**src/rtl/seg_scan_display.sv**
```systemverilog
// Multiplexed seven-segment scanner with frame-coherent input snapshots and leading-zero blanking.
// Per-digit blinking is built only when SEG_DISPLAY_BLINK_EN is defined.
module seg_scan_display #(
  parameter int unsigned DIGITS       = 4,
  parameter int unsigned DIV          = 10000,
  parameter int unsigned BLINK_FRAMES = 64
) (
  input  logic                  clk,
  input  logic                  reset,
  input  logic [4*DIGITS-1:0]   data,
  input  logic [DIGITS-1:0]     dp,
  input  logic                  lz_blank,
  input  logic [DIGITS-1:0]     blink_mask,
  output logic [DIGITS-1:0]     an,
  output logic [7:0]            seg,
  output logic                  frame_tick
);

  localparam int unsigned IW = (DIGITS > 1) ? $clog2(DIGITS) : 1;
  localparam int unsigned PW = $clog2(DIV);
  localparam logic [PW-1:0] PMax   = PW'(DIV - 1);
  localparam logic [IW-1:0] IdxMax = IW'(DIGITS - 1);

  if (DIGITS < 1 || DIGITS > 8 || DIV < 2 || BLINK_FRAMES < 1) begin : g_param_check
    $error("seg_scan_display: illegal parameter value");
  end

  logic [PW-1:0]       pcnt_q;
  logic [IW-1:0]       idx_q, idx_d;
  logic                tick, capture;
  logic [4*DIGITS-1:0] data_q, src_data;
  logic [DIGITS-1:0]   dp_q, src_dp;
  logic                lz_q, src_lz;
  logic                lz_hit, digit_hidden;
  logic [DIGITS-1:0]   an_d;
  logic [7:0]          seg_d;

  function automatic logic [6:0] hex7(input logic [3:0] v);
    unique case (v)
      4'h0: hex7 = 7'h3F;
      4'h1: hex7 = 7'h06;
      4'h2: hex7 = 7'h5B;
      4'h3: hex7 = 7'h4F;
      4'h4: hex7 = 7'h66;
      4'h5: hex7 = 7'h6D;
      4'h6: hex7 = 7'h7D;
      4'h7: hex7 = 7'h07;
      4'h8: hex7 = 7'h7F;
      4'h9: hex7 = 7'h6F;
      4'hA: hex7 = 7'h77;
      4'hB: hex7 = 7'h7C;
      4'hC: hex7 = 7'h39;
      4'hD: hex7 = 7'h5E;
      4'hE: hex7 = 7'h79;
      4'hF: hex7 = 7'h71;
    endcase
  endfunction

  assign tick    = (pcnt_q == PMax);
  assign idx_d   = (idx_q == IdxMax) ? '0 : idx_q + 1'b1;
  assign capture = tick && (idx_q == IdxMax);

  // Digit 0 is encoded in the same cycle the snapshot is taken, so it reads the live inputs.
  assign src_data = capture ? data     : data_q;
  assign src_dp   = capture ? dp       : dp_q;
  assign src_lz   = capture ? lz_blank : lz_q;

`ifdef SEG_DISPLAY_BLINK_EN
  localparam int unsigned FW = (BLINK_FRAMES > 1) ? $clog2(BLINK_FRAMES) : 1;
  localparam logic [FW-1:0] FMax = FW'(BLINK_FRAMES - 1);

  logic [FW-1:0]     fcnt_q;
  logic              phase_q, frame_phase_q, src_phase;
  logic [DIGITS-1:0] blink_q, src_blink;

  // frame_phase_q holds the phase the current frame started with, so a whole frame blinks alike.
  always_ff @(posedge clk or negedge reset) begin
    if (!reset) begin
      fcnt_q        <= '0;
      phase_q       <= 1'b1;
      frame_phase_q <= 1'b1;
      blink_q       <= '0;
    end else if (capture) begin
      blink_q       <= blink_mask;
      frame_phase_q <= phase_q;
      if (fcnt_q == FMax) begin
        fcnt_q  <= '0;
        phase_q <= ~phase_q;
      end else begin
        fcnt_q <= fcnt_q + 1'b1;
      end
    end
  end

  assign src_blink    = capture ? blink_mask : blink_q;
  assign src_phase    = capture ? phase_q : frame_phase_q;
  assign digit_hidden = ~src_phase & src_blink[idx_d];
`else
  logic unused_blink_mask;
  assign unused_blink_mask = ^blink_mask;
  assign digit_hidden      = 1'b0;
`endif

  always_comb begin
    lz_hit = src_lz && (idx_d != '0);
    for (int j = 0; j < int'(DIGITS); j++) begin
      if (j >= int'(idx_d) && src_data[4*j +: 4] != 4'h0) lz_hit = 1'b0;
    end
    seg_d = {src_dp[idx_d], lz_hit ? 7'h00 : hex7(src_data[4*idx_d +: 4])};
    if (digit_hidden) seg_d = 8'h00;
    an_d = '0;
    for (int j = 0; j < int'(DIGITS); j++) begin
      an_d[j] = (j == int'(idx_d));
    end
  end

  always_ff @(posedge clk or negedge reset) begin
    if (!reset) begin
      pcnt_q     <= '0;
      idx_q      <= IdxMax;
      an         <= '0;
      seg        <= 8'h00;
      frame_tick <= 1'b0;
      data_q     <= '0;
      dp_q       <= '0;
      lz_q       <= 1'b0;
    end else begin
      frame_tick <= capture;
      pcnt_q     <= tick ? '0 : pcnt_q + 1'b1;
      if (tick) begin
        idx_q <= idx_d;
        an    <= an_d;
        seg   <= seg_d;
      end
      if (capture) begin
        data_q <= data;
        dp_q   <= dp;
        lz_q   <= lz_blank;
      end
    end
  end

endmodule

```
**config.mk**
```make
export PLATFORM = sky130hd
export DESIGN_NAME = seg_scan_display
export DESIGN_NICKNAME = d
export VERILOG_FILES = /design/src/rtl/seg_scan_display.sv
export SDC_FILE = /design/constraint.sdc
export NUM_CORES = 1
export LEC_CHECK = 0
export BUFFER_PORTS_ARGS = -buffer_cell sky130_fd_sc_hd__buf_4
export CORE_UTILIZATION = 40
export DETAILED_ROUTE_END_ITERATION = 8
export SYNTH_ARGS = -nofsm -noshare
export SYNTH_HDL_FRONTEND = slang
export SYNTH_SLANG_ARGS = --single-unit
```
**constraint.sdc**
```tcl
create_clock -name clk -period 4.19 [get_ports clk]
set_clock_uncertainty 0.1 [all_clocks]
set_input_delay 1.257 -clock clk [delete_from_list [all_inputs] [get_ports clk]]
set_output_delay 1.257 -clock clk [all_outputs]
set_load 0.01 [all_outputs]
```
==> results.md, run 1 <==
* Hold Path Depth at 1
* Die width at 82.7 um
* Sequential element share of the synthesized area at 48.1%
* Die area at 6850 um^2
* Post-CTS Hold Buffers at 0
* Tcrit/Tclk final at 87.3%
* DP Wirelength at 3820 um
* CTS Sinks at 50
* Iter 0 DRT Violations at 81
* Clock Latency Late Sink at 300 ps
* Worst Hold Path EP: pcnt_q[0]
* CTS max path bufs at 2
* Critical Path RT at ~4300 ps
* Number of synthesized flops with an enable pin at 0
* Outcome: finished, final reports clean
* Max-cap violations at 0
* Layout cells sized above 1 at 29.2%
* Post-CTS setup buffer count at 0
* Gr usage total at 17.3%
* Hold Path Origin: pcnt_q[0]
* Routed wire length at 5310 um
* Vias per cell at 5.39
* Flop-to-flop setup slack at 530 ps
* Tot Pwr at between 0.0008 and 0.0009 W
* Internal Power at 0.000657 W
* Final slew viol count at 0
* CTS Buf Count at 5
* Crit path from: pcnt_q[6]
* Clock Power Share at 34.3%
* Antenna cells at 0
* Core Region at roughly 6300 um^2
* # IOs at 40
* Setup violations, final at 0
* Mapped Area at 2610 um^2
* Unique masters post-synth at 49
* Top_reg_cell synth: dfrtp_1
* Combinational fraction of design power at under 10%
* Critical Path Sink Type: flip-flop
* Minimum clock period at 3660 ps
* Overflow after GRT at 0
* Rows at 29
* Largest net degree at the start of global routing at 51
* Hold Fails Final Rpt at 0
* Drt drc at 0
* Unrepaired setup endpoints after global routing: false
* Initial antenna violation count at 0
* Post-CTS sizing at 0
* Slowest stage cell, crit path: or4_4
* Layout area overhead at 16.6%
* R2r endpoint: seg[5]
* Clock slew seen by the registers of the worst setup and hold paths at 90 ps
* Reg-to-Reg Start: pcnt_q[6]
* FF+latch count, synth at 50
* Cells after synthesis at 241
* PwrDens at 280 nW/um^2
* Fmax achieved at 0.273 GHz
* Arrival time at the worst endpoint at 3750 ps
* TritonCTS clock tree: done
* Wire per inst at 15.0 um
* Sw power at 0.000195 W
* Sw Ratio at about 23%
* Max VDD drop at between 0.15 and 0.2 mV
* Slew headroom at 56.9%
* Root Buffer: clkbuf_8
* Placed Cells at 346
* Post-Syn Nets at 280
* Starting Density at 41.3%
* Setup crit start kind: flip-flop
* Number of routed nets with antenna violations at 0
* Hold Slack at 367 ps
* Non-filler cells, final at 354
* Post-Syn Area per Cell at between 10 and 15 um^2
* FF-to-FF path depth at 8
* CP bufs+invs at 1
* First-pass GRT wire length at 8740 um
* Hold/Removal Path Class: reg -> reg
* Vias at 1908
* Placer Congestion at 0.758
* # port buffers at 35
* Syn. warnings at 0
* Critical-path cell list: or4b_1 -> or4_4 -> inv_4 -> mux2_2 -> o32ai_2 -> and2_1 -> nor3_1 -> a211o_1
* Vias in the first global route at 1834
* Top delay family on crit path: simple AND/OR/NAND/NOR gates
* CP max stage delay at 710 ps
* Pleak at between 1 and 1.5 nW
* DR pass1 iterations at 4
* WS Path Type: reg -> reg
* Die height at 82.7 um
* Fraction of registers with async set/reset at 100%
* CTS H-tree lvls at 2
* Fillers at 629
* Critical-path maximum fanout at 15
* Worst Tran Pin Value at 646 ps
* TNS Setup at 0 ps
* Sequential share of power at 58.4%
* Nets at 315
-- cells in the mapped netlist (all sizes together), types with 4 or more instances --
cell type  count  area share (%)
buf            5             1.3
clkbuf         7             1.0
dfrtp         48              46
ha            12             5.8
inv            6            0.96
mux2          23              10
nand2         27             3.9
nand3          4            0.77
nand4b         4             1.3
nor2          21             3.0
nor3           7             1.5
nor4           6             1.4
o21ai         14             2.7
xnor2          5             1.7
xor2           7             2.4
-- worst max path at each step --
stage               endpoint  slack [ps]  cells after the start
finish                seg[5]         530                      8
global route          seg[5]         360                      8
CTS                   seg[5]         520                      8
detailed placement    seg[5]         540                      8
global placement      seg[5]         540                      8
floorplan             seg[5]         870                     10
-- power by group through the flow --
| stage | clock (W) | combinational (W) | sequential (W) |
|---|---|---|---|
| after floorplan | 0 | 0.0000286 | 0.000505 |
| after global placement | 0 | 0.0000619 | 0.000507 |
| after detailed placement | 0 | 0.0000625 | 0.000508 |
| after CTS | 0.000305 | 0.0000630 | 0.000498 |
| after global routing | 0.000320 | 0.0000690 | 0.000500 |
| final | 0.000293 | 0.0000615 | 0.000498 |
-- registers in the layout, indices dropped and copies added, names as in the netlist --
name,flops
data_q,16
pcnt_q,14
seg,8
an,4
dp_q,4
idx_q,2
frame_tick,1
lz_q,1
-- through the flow --
stage	instance area [um^2]	worst slack [ps]	util, %
after floorplan	2610	875	-
after global placement	2950	536	46.7
after detailed placement	2950	544	46.7
after CTS	3040	519	48.2
after global routing	3040	358	48.2
final	3040	532	48.2
-- metal layers --
layer / track usage (%) / vias to the layer above / wire length (um)
li1: - / 939 / -
met3: 4.40 / 6 / 197
met1: 22.8 / 930 / 2520
met5: 0 / - / 0
met2: 28.1 / 33 / 2540
met4: 4.66 / 0 / 53
-- cell usage in the layout, fill, tap and decap left out, drive strengths merged, types with 2 or more instances in the layout --
| cell type | instances |
|---|---|
| a211o | 2 |
| a211oi | 3 |
| a21oi | 2 |
| a221o | 2 |
| a31oi | 2 |
| and2 | 3 |
| and3 | 3 |
| buf | 40 |
| clkbuf | 7 |
| dfrtp | 48 |
| dfstp | 2 |
| ha | 12 |
| inv | 6 |
| mux2 | 23 |
| nand2 | 27 |
| nand3 | 4 |
| nand4 | 2 |
| nand4b | 4 |
| nor2 | 21 |
| nor3 | 7 |
| nor3b | 2 |
| nor4 | 6 |
| o21ai | 14 |
| o221ai | 2 |
| o22ai | 2 |
| or4 | 3 |
| or4b | 3 |
| xnor2 | 5 |
| xor2 | 7 |
-- kinds of logic after synthesis --
group / Yosys count / synth area share, %
xor+xnor: 12 / 4.03
buf+inv: 18 / 3.31
mux: 24 / 11.1
compound gates: 37 / 10.3
flops: 50 / 48.1
fa+ha+maj: 12 / 5.76
simple gates: 88 / 17.5
-- layout make-up --
class | instances | area, um^2 | share of cell area (%)
Multi-Input combinational cell | 173 | 1270 | 41.9
Sequential cell | 50 | 1250 | 41.2
Timing Repair Buffer | 40 | 300 | 9.88
Tap cell | 77 | 96.3 | 3.17
Clock buffer | 7 | 86.3 | 2.84
Inverter | 6 | 25.0 | 0.823
Clock inverter | 1 | 5.00 | 0.165
No activity file was read; power rests on OpenSTA's default activity.
==> run 2: changes to the inputs <==
==> constraint.sdc (replaced) <==
create_clock -name clk -period 4.19 [get_ports clk]
set_clock_uncertainty 0.1 [all_clocks]
set_input_delay 0.6285 -clock clk [delete_from_list [all_inputs] [get_ports clk]]
set_output_delay 0.6285 -clock clk [all_outputs]
set_load 0.01 [all_outputs]
==> results.md, run 2 (synthesized netlist as in run 1, its figures left out) <==
* CTS H-tree lvls at 2 (unchanged)
* Largest register by flop count: data_q
* Final WS setup at 422 ps (-110 ps)
* DP Area at 2940 um^2 (-0.25%)
* TNS Setup at 0 ps (unchanged)
* Vias at 1898 (-0.52%)
* Gr usage total at 17.9% (+0.61 points)
* Die area at 6850 um^2 (unchanged)
* Setup violations, final at 0 (unchanged)
* Clock slew seen by the registers of the worst setup and hold paths at 100 ps (about the same)
* Layout area overhead at 16.4%
* Number of flip-flops in the largest register at 16 (unchanged)
* Die height at 82.7 um (unchanged)
* Max VDD drop at 0.217 mV (+32%)
* Design area at 3040 um^2 (-0.16%)
* Critical Path RT at 4290 ps (about the same)
* Hold/Removal Path Class: in -> async
* Worst Tran Pin Value at 611 ps (-34.3 ps)
* First-pass GRT wire length at 9180 um (+5.1%)
* DP Wirelength at 3820 um (about the same)
* DR pass1 iterations at 4 (unchanged)
* Pleak at 1.39 nW (-0.50%)
* Arrival time at the worst endpoint at 3870 ps (+120 ps)
* Combinational fraction of design power at 7.1% (about the same)
* Max-cap violations at 0 (unchanged)
* Setup crit start kind: flip-flop
* CP max stage delay at 760 ps (+50 ps)
* Sw power at 0.000211 W (+8.1%)
* Antenna cells at 0 (unchanged)
* Fillers at 653 (+3.8%)
* Nets at 314 (-0.32%)
* CTS max path bufs at 2 (unchanged)
* # IOs at 40 (unchanged)
* Post-CTS sizing at 0 (unchanged)
* Critical-path cell list: or4b_1 -> or4_4 -> inv_4 -> mux2_2 -> o32ai_2 -> and2_1 -> nor3_1 -> a211o_1
* Sequential share of power at 58.2% (-0.2 points)
* Critical Path Sink Type: flip-flop
* Clock Power Share at 34.6% (+0.3 points)
* Final slew viol count at 0 (unchanged)
* Clock Latency Late Sink at 310 ps (about the same)
* Tcrit/Tclk final at 89.9% (+2.6 points)
* Hold Fails Final Rpt at 0 (unchanged)
* Overflow after GRT at 0 (unchanged)
* WS Path Type: reg -> reg
* Rows at 29 (unchanged)
* Minimum clock period at 3770 ps (+110 ps)
* Vias per cell at 5.38 (-0.24%)
* Setup WS pre-CTS at 438 ps (-106 ps)
* CTS Buf Count at 5 (unchanged)
* Fmax achieved at 0.265 GHz (-2.9%)
* Commonest non-fill, non-tap cell in the layout: dfrtp_1
* Outcome: finished, final reports clean
* Slew headroom at 59.1% (+2.1 points)
* Placer Congestion at 0.782 (+3.1%)
* Most frequent cells in the layout: 48 x dfrtp_1, 39 x buf_4, 27 x nand2_1
* Initial antenna violation count at 0 (unchanged)
* Root Buffer: clkbuf_8
* Number of routed nets with antenna violations at 0 (unchanged)
* Routed wire length at 5250 um (-1.0%)
* # port buffers at 35 (unchanged)
* Unrepaired setup endpoints after global routing: false
* Iter 0 DRT Violations at 94 (+16%)
* Top flop regs: data_q: 16 flops, pcnt_q: 14 flops, seg: 8 flops
* Critical-path maximum fanout at 25 (+10)
* CTS Sinks at 50 (unchanged)
* Post-CTS setup buffer count at 0 (unchanged)
* TritonCTS clock tree: done
* Vias in the first global route at 1841 (+0.38%)
* Starting Density at 41.3% (unchanged)
* Layout cells sized above 1 at 29.3% (+0.11 points)
* Drt drc at 0 (unchanged)
* Slowest stage cell, crit path: or4_4
* Core Region at 6310 um^2 (unchanged)
* Sw Ratio at 24.7% (+1.8 points)
* Post-CTS Hold Buffers at 0 (unchanged)
* PwrDens at 282 nW/um^2 (+0.48%)
* Reg area at 1250 um^2 (unchanged)
* Internal Power at 0.000644 W (-2.0%)
* Area occupied by multi-input gates at 1270 um^2 (unchanged)
* Die width at 82.7 um (unchanged)
* Wire per inst at 14.9 um (-0.74%)
* Largest net degree at the start of global routing at 51 (unchanged)
-- run 2: routing by layer --
metal | wire length [um] | vias up | share of wire [%] | GRT usage [%]
li1 | - | 940 | - | -
met1 | 2470 | 913 | 47 | 25.4
met2 | 2550 | 40 | 49 | 27.9
met3 | 178 | 5 | 3.4 | 3.30
met4 | 57 | 0 | 1.1 | 4.83
met5 | 0 | - | 0 | 0
-- run 2: worst paths after layout --
path / depth (start not counted) / end / slack, ps / from
worst max-delay path: 8 / seg[5] / 420 / pcnt_q[6]
worst min register to register: 1 / pcnt_q[0] / 370 / pcnt_q[0]
worst min-delay path: 1 / pcnt_q[6] / 220 / reset
min in group clk: 1 / pcnt_q[0] / 370 / pcnt_q[0]
worst max register to register: 8 / seg[5] / 420 / pcnt_q[6]
max in group asynchronous: 1 / data_q[0] / 3350 / reset
-- run 2: metrics by stage --
| step | hold slack (ps) | utilization (%) | cells | power (W) |
|---|---|---|---|---|
| 2_1_floorplan | 233 | - | 241 | 0.000534 |
| 3_3_place_gp | 350 | 46.6 | 345 | 0.000569 |
| 3_5_place_dp | 354 | 46.6 | 345 | 0.000570 |
| 4_1_cts | 252 | 48.1 | 353 | 0.000865 |
| 5_1_grt | 262 | 48.1 | 353 | 0.000898 |
| 6_report | 222 | 48.1 | 353 | 0.000855 |
-- run 2: layout make-up --
class                   instances  share of cell area [%]
flip-flops and latches         50                    41.3
multi-input cells             173                    42.0
repair buffers                 39                    9.65
clock inverters                 3                   0.824
inverters                       6                   0.824
clock buffers                   5                    2.27
well taps                      77                    3.17
-- run 2: power by group through the flow --
stage / Clock [W] / Combinational [W] / Sequential (W)
after floorplan: 0 / 0.0000286 / 0.000505
after global placement: 0 / 0.0000613 / 0.000507
after detailed placement: 0 / 0.0000622 / 0.000507
after CTS: 0.000305 / 0.0000624 / 0.000498
after global routing: 0.000330 / 0.0000690 / 0.000500
final: 0.000296 / 0.0000608 / 0.000498
-- run 2: worst max-delay path: cells and delay by family (launching register included) --
kind                   cells  cell delay, ps
AOI/OAI and AO/OA          2             790
DFF                        1             450
and+or+nand+nor            4            1780
buffers and inverters      1             160
muxes                      1             360
==> run 3: changes to the inputs <==
--- a/config.mk
+++ b/config.mk
@@ -6,8 +6,11 @@
 export NUM_CORES = 1
 export LEC_CHECK = 0
 export BUFFER_PORTS_ARGS = -buffer_cell sky130_fd_sc_hd__buf_4
-export CORE_UTILIZATION = 40
+export CORE_UTILIZATION = 56
+export CTS_CLUSTER_DIAMETER = 60
 export DETAILED_ROUTE_END_ITERATION = 8
+export PLACE_DENSITY = 0.79
+export SKIP_LAST_GASP = 1
 export SYNTH_ARGS = -nofsm -noshare
 export SYNTH_HDL_FRONTEND = slang
 export SYNTH_SLANG_ARGS = --single-unit
==> results.md, run 3 (synthesized netlist as in run 1, its figures left out) <==
* Layout area overhead at 15.6%
* Clock slew seen by the registers of the worst setup and hold paths at 90 ps (about the same)
* CTS H-tree lvls at 2 (unchanged)
* Reg-to-Reg Start: pcnt_q[6]
* Grt met3 use at 4.76% (+1.5 points)
* Critical Path Sink Type: flip-flop
* Global routing's busiest layer: met2
* Tot Pwr at 0.000905 W (+5.9%)
* Wire per inst at 16.3 um (+9.7%)
* Setup violations, final at 0 (unchanged)
* Worst Tran Pin Value at 669 ps (+58.1 ps)
* Fmax achieved at 0.265 GHz (-0.31%)
* Arrival time at the worst endpoint at 3870 ps (about the same)
* Rows at 24 (-17%)
* Most frequent cells in the layout: 48 x dfrtp_1, 38 x buf_4, 27 x nand2_1
* Max VDD drop at 0.212 mV (-2.4%)
* Die area at 4930 um^2 (-28%)
* Vias in the first global route at 1902 (+3.3%)
* Drt drc at 0 (unchanged)
* Gr usage total at 23.4% (+5.5 points)
* Placer Congestion at 0.821 (+5.0%)
* Vias per cell at 5.82 (+8.2%)
* DP Area at 2900 um^2 (-1.3%)
* Fillers at 362 (-45%)
* Tcrit/Tclk final at 90.2% (+0.28 points)
* Design area at 3020 um^2 (-0.66%)
* # port buffers at 35 (unchanged)
* CTS Sinks at 50 (unchanged)
* GRT met1 Usage at 31.6% (+6.2 points)
* Largest net degree at the start of global routing at 51 (unchanged)
* Hold Fails Final Rpt at 0 (unchanged)
* Post-CTS setup buffer count at 0 (unchanged)
* Post-CTS sizing at 0 (unchanged)
* Nets at 313 (-0.32%)
* Overflow after GRT at 0 (unchanged)
* Initial antenna violation count at 0 (unchanged)
* Largest register by flop count: data_q
* Critical-path maximum fanout at 25 (unchanged)
* Unrepaired setup endpoints after global routing: false
* DP Wirelength at 3770 um (-1.5%)
* Flop-to-flop setup slack at 410 ps (about the same)
* Number of routed nets with antenna violations at 0 (unchanged)
* # IOs at 40 (unchanged)
* Starting Density at 59.1% (+18 points)
* WS Path Type: reg -> reg
* Minimum clock period at 3780 ps (+11.7 ps)
* Iter 0 DRT Violations at 121 (+29%)
* Top flop regs: data_q: 16 flops, pcnt_q: 14 flops, seg: 8 flops
* Met2 Usage GRT at 37.7% (+9.8 points)
* Slew headroom at 55.4% (-3.7 points)
* Max-cap violations at 0 (unchanged)
* FF-to-FF path depth at 8 (unchanged)
* CTS Buf Count at 5 (unchanged)
* Hold/Removal Path Class: in -> async
* Post-CTS Hold Buffers at 0 (unchanged)
* Core Region at 4410 um^2 (-30%)
* Outcome: finished, final reports clean
* CTS max path bufs at 2 (unchanged)
* First-pass GRT wire length at 9070 um (-1.2%)
* Critical Path RT at 4280 ps (about the same)
* Root Buffer: clkbuf_8
* Util after Layout at 68.3% (+20 points)
* Pleak at 1.39 nW (+0.51%)
* R2r endpoint: seg[5]
* Final slew viol count at 0 (unchanged)
* PwrDens at 300 nW/um^2 (+6.6%)
* Layout cells sized above 1 at 28.8% (-0.52 points)
* TritonCTS clock tree: done
* Vias at 1897 (-0.053%)
* Antenna cells at 0 (unchanged)
* Die height at 70.2 um (-15%)
* Commonest non-fill, non-tap cell in the layout: dfrtp_1
* Routed wire length at 5320 um (+1.3%)
* Number of flip-flops in the largest register at 16 (unchanged)
* Clock Latency Late Sink at 300 ps (about the same)
* TNS Setup at 0 ps (unchanged)
* DR pass1 iterations at 4 (unchanged)
* Die width at 70.2 um (-15%)
* Setup crit start kind: flip-flop
[run 3: layout make-up]
class | count | area [um^2] | area share, %
Multi-Input combinational cell | 173 | 1270 | 42.2
Sequential cell | 50 | 1250 | 41.6
Timing Repair Buffer | 38 | 285 | 9.46
Clock buffer | 6 | 82.6 | 2.74
Tap cell | 52 | 65.1 | 2.16
Clock inverter | 1 | 30.0 | 0.996
Inverter | 6 | 25.0 | 0.830
[run 3: power by group]
group          total (W)  switching [W]  internal (W)
Sequential      0.000498     0.00000642      0.000492
Clock           0.000345       0.000153      0.000191
Combinational  0.0000620      0.0000314     0.0000306
Total           0.000905       0.000191      0.000714
[run 3: worst max-delay path by stage]
stage | startpoint | cells past startpoint | end
after floorplan | pcnt_q[6] | 10 | seg[5]
after global placement | pcnt_q[6] | 8 | seg[5]
after detailed placement | pcnt_q[6] | 8 | seg[5]
after CTS | pcnt_q[6] | 8 | seg[5]
after global routing | pcnt_q[6] | 8 | seg[5]
final | pcnt_q[6] | 8 | seg[5]
[run 3: through the flow]
stage / worst slack [ps] / std cells / hold WS [ps]
3_5_place_dp: 443 / 319 / 364
2_1_floorplan: 875 / 241 / 233
6_report: 410 / 326 / 235
4_1_cts: 411 / 326 / 256
5_1_grt: 280 / 326 / 285
3_3_place_gp: 466 / 319 / 349
[run 3: routing by layer]
layer	up-vias	share of wire, %
met1	929	46
li1	926	-
met5	-	0
met4	0	1.4
met3	8	2.9
met2	34	50
[run 3: critical path, cell delays in order, from the launching register on]
cell	delay [ps]
dfrtp_1	440
or4b_1	700
or4_4	770
inv_4	160
mux2_2	360
o32ai_2	540
and2_1	260
nor3_1	70
a211o_1	260
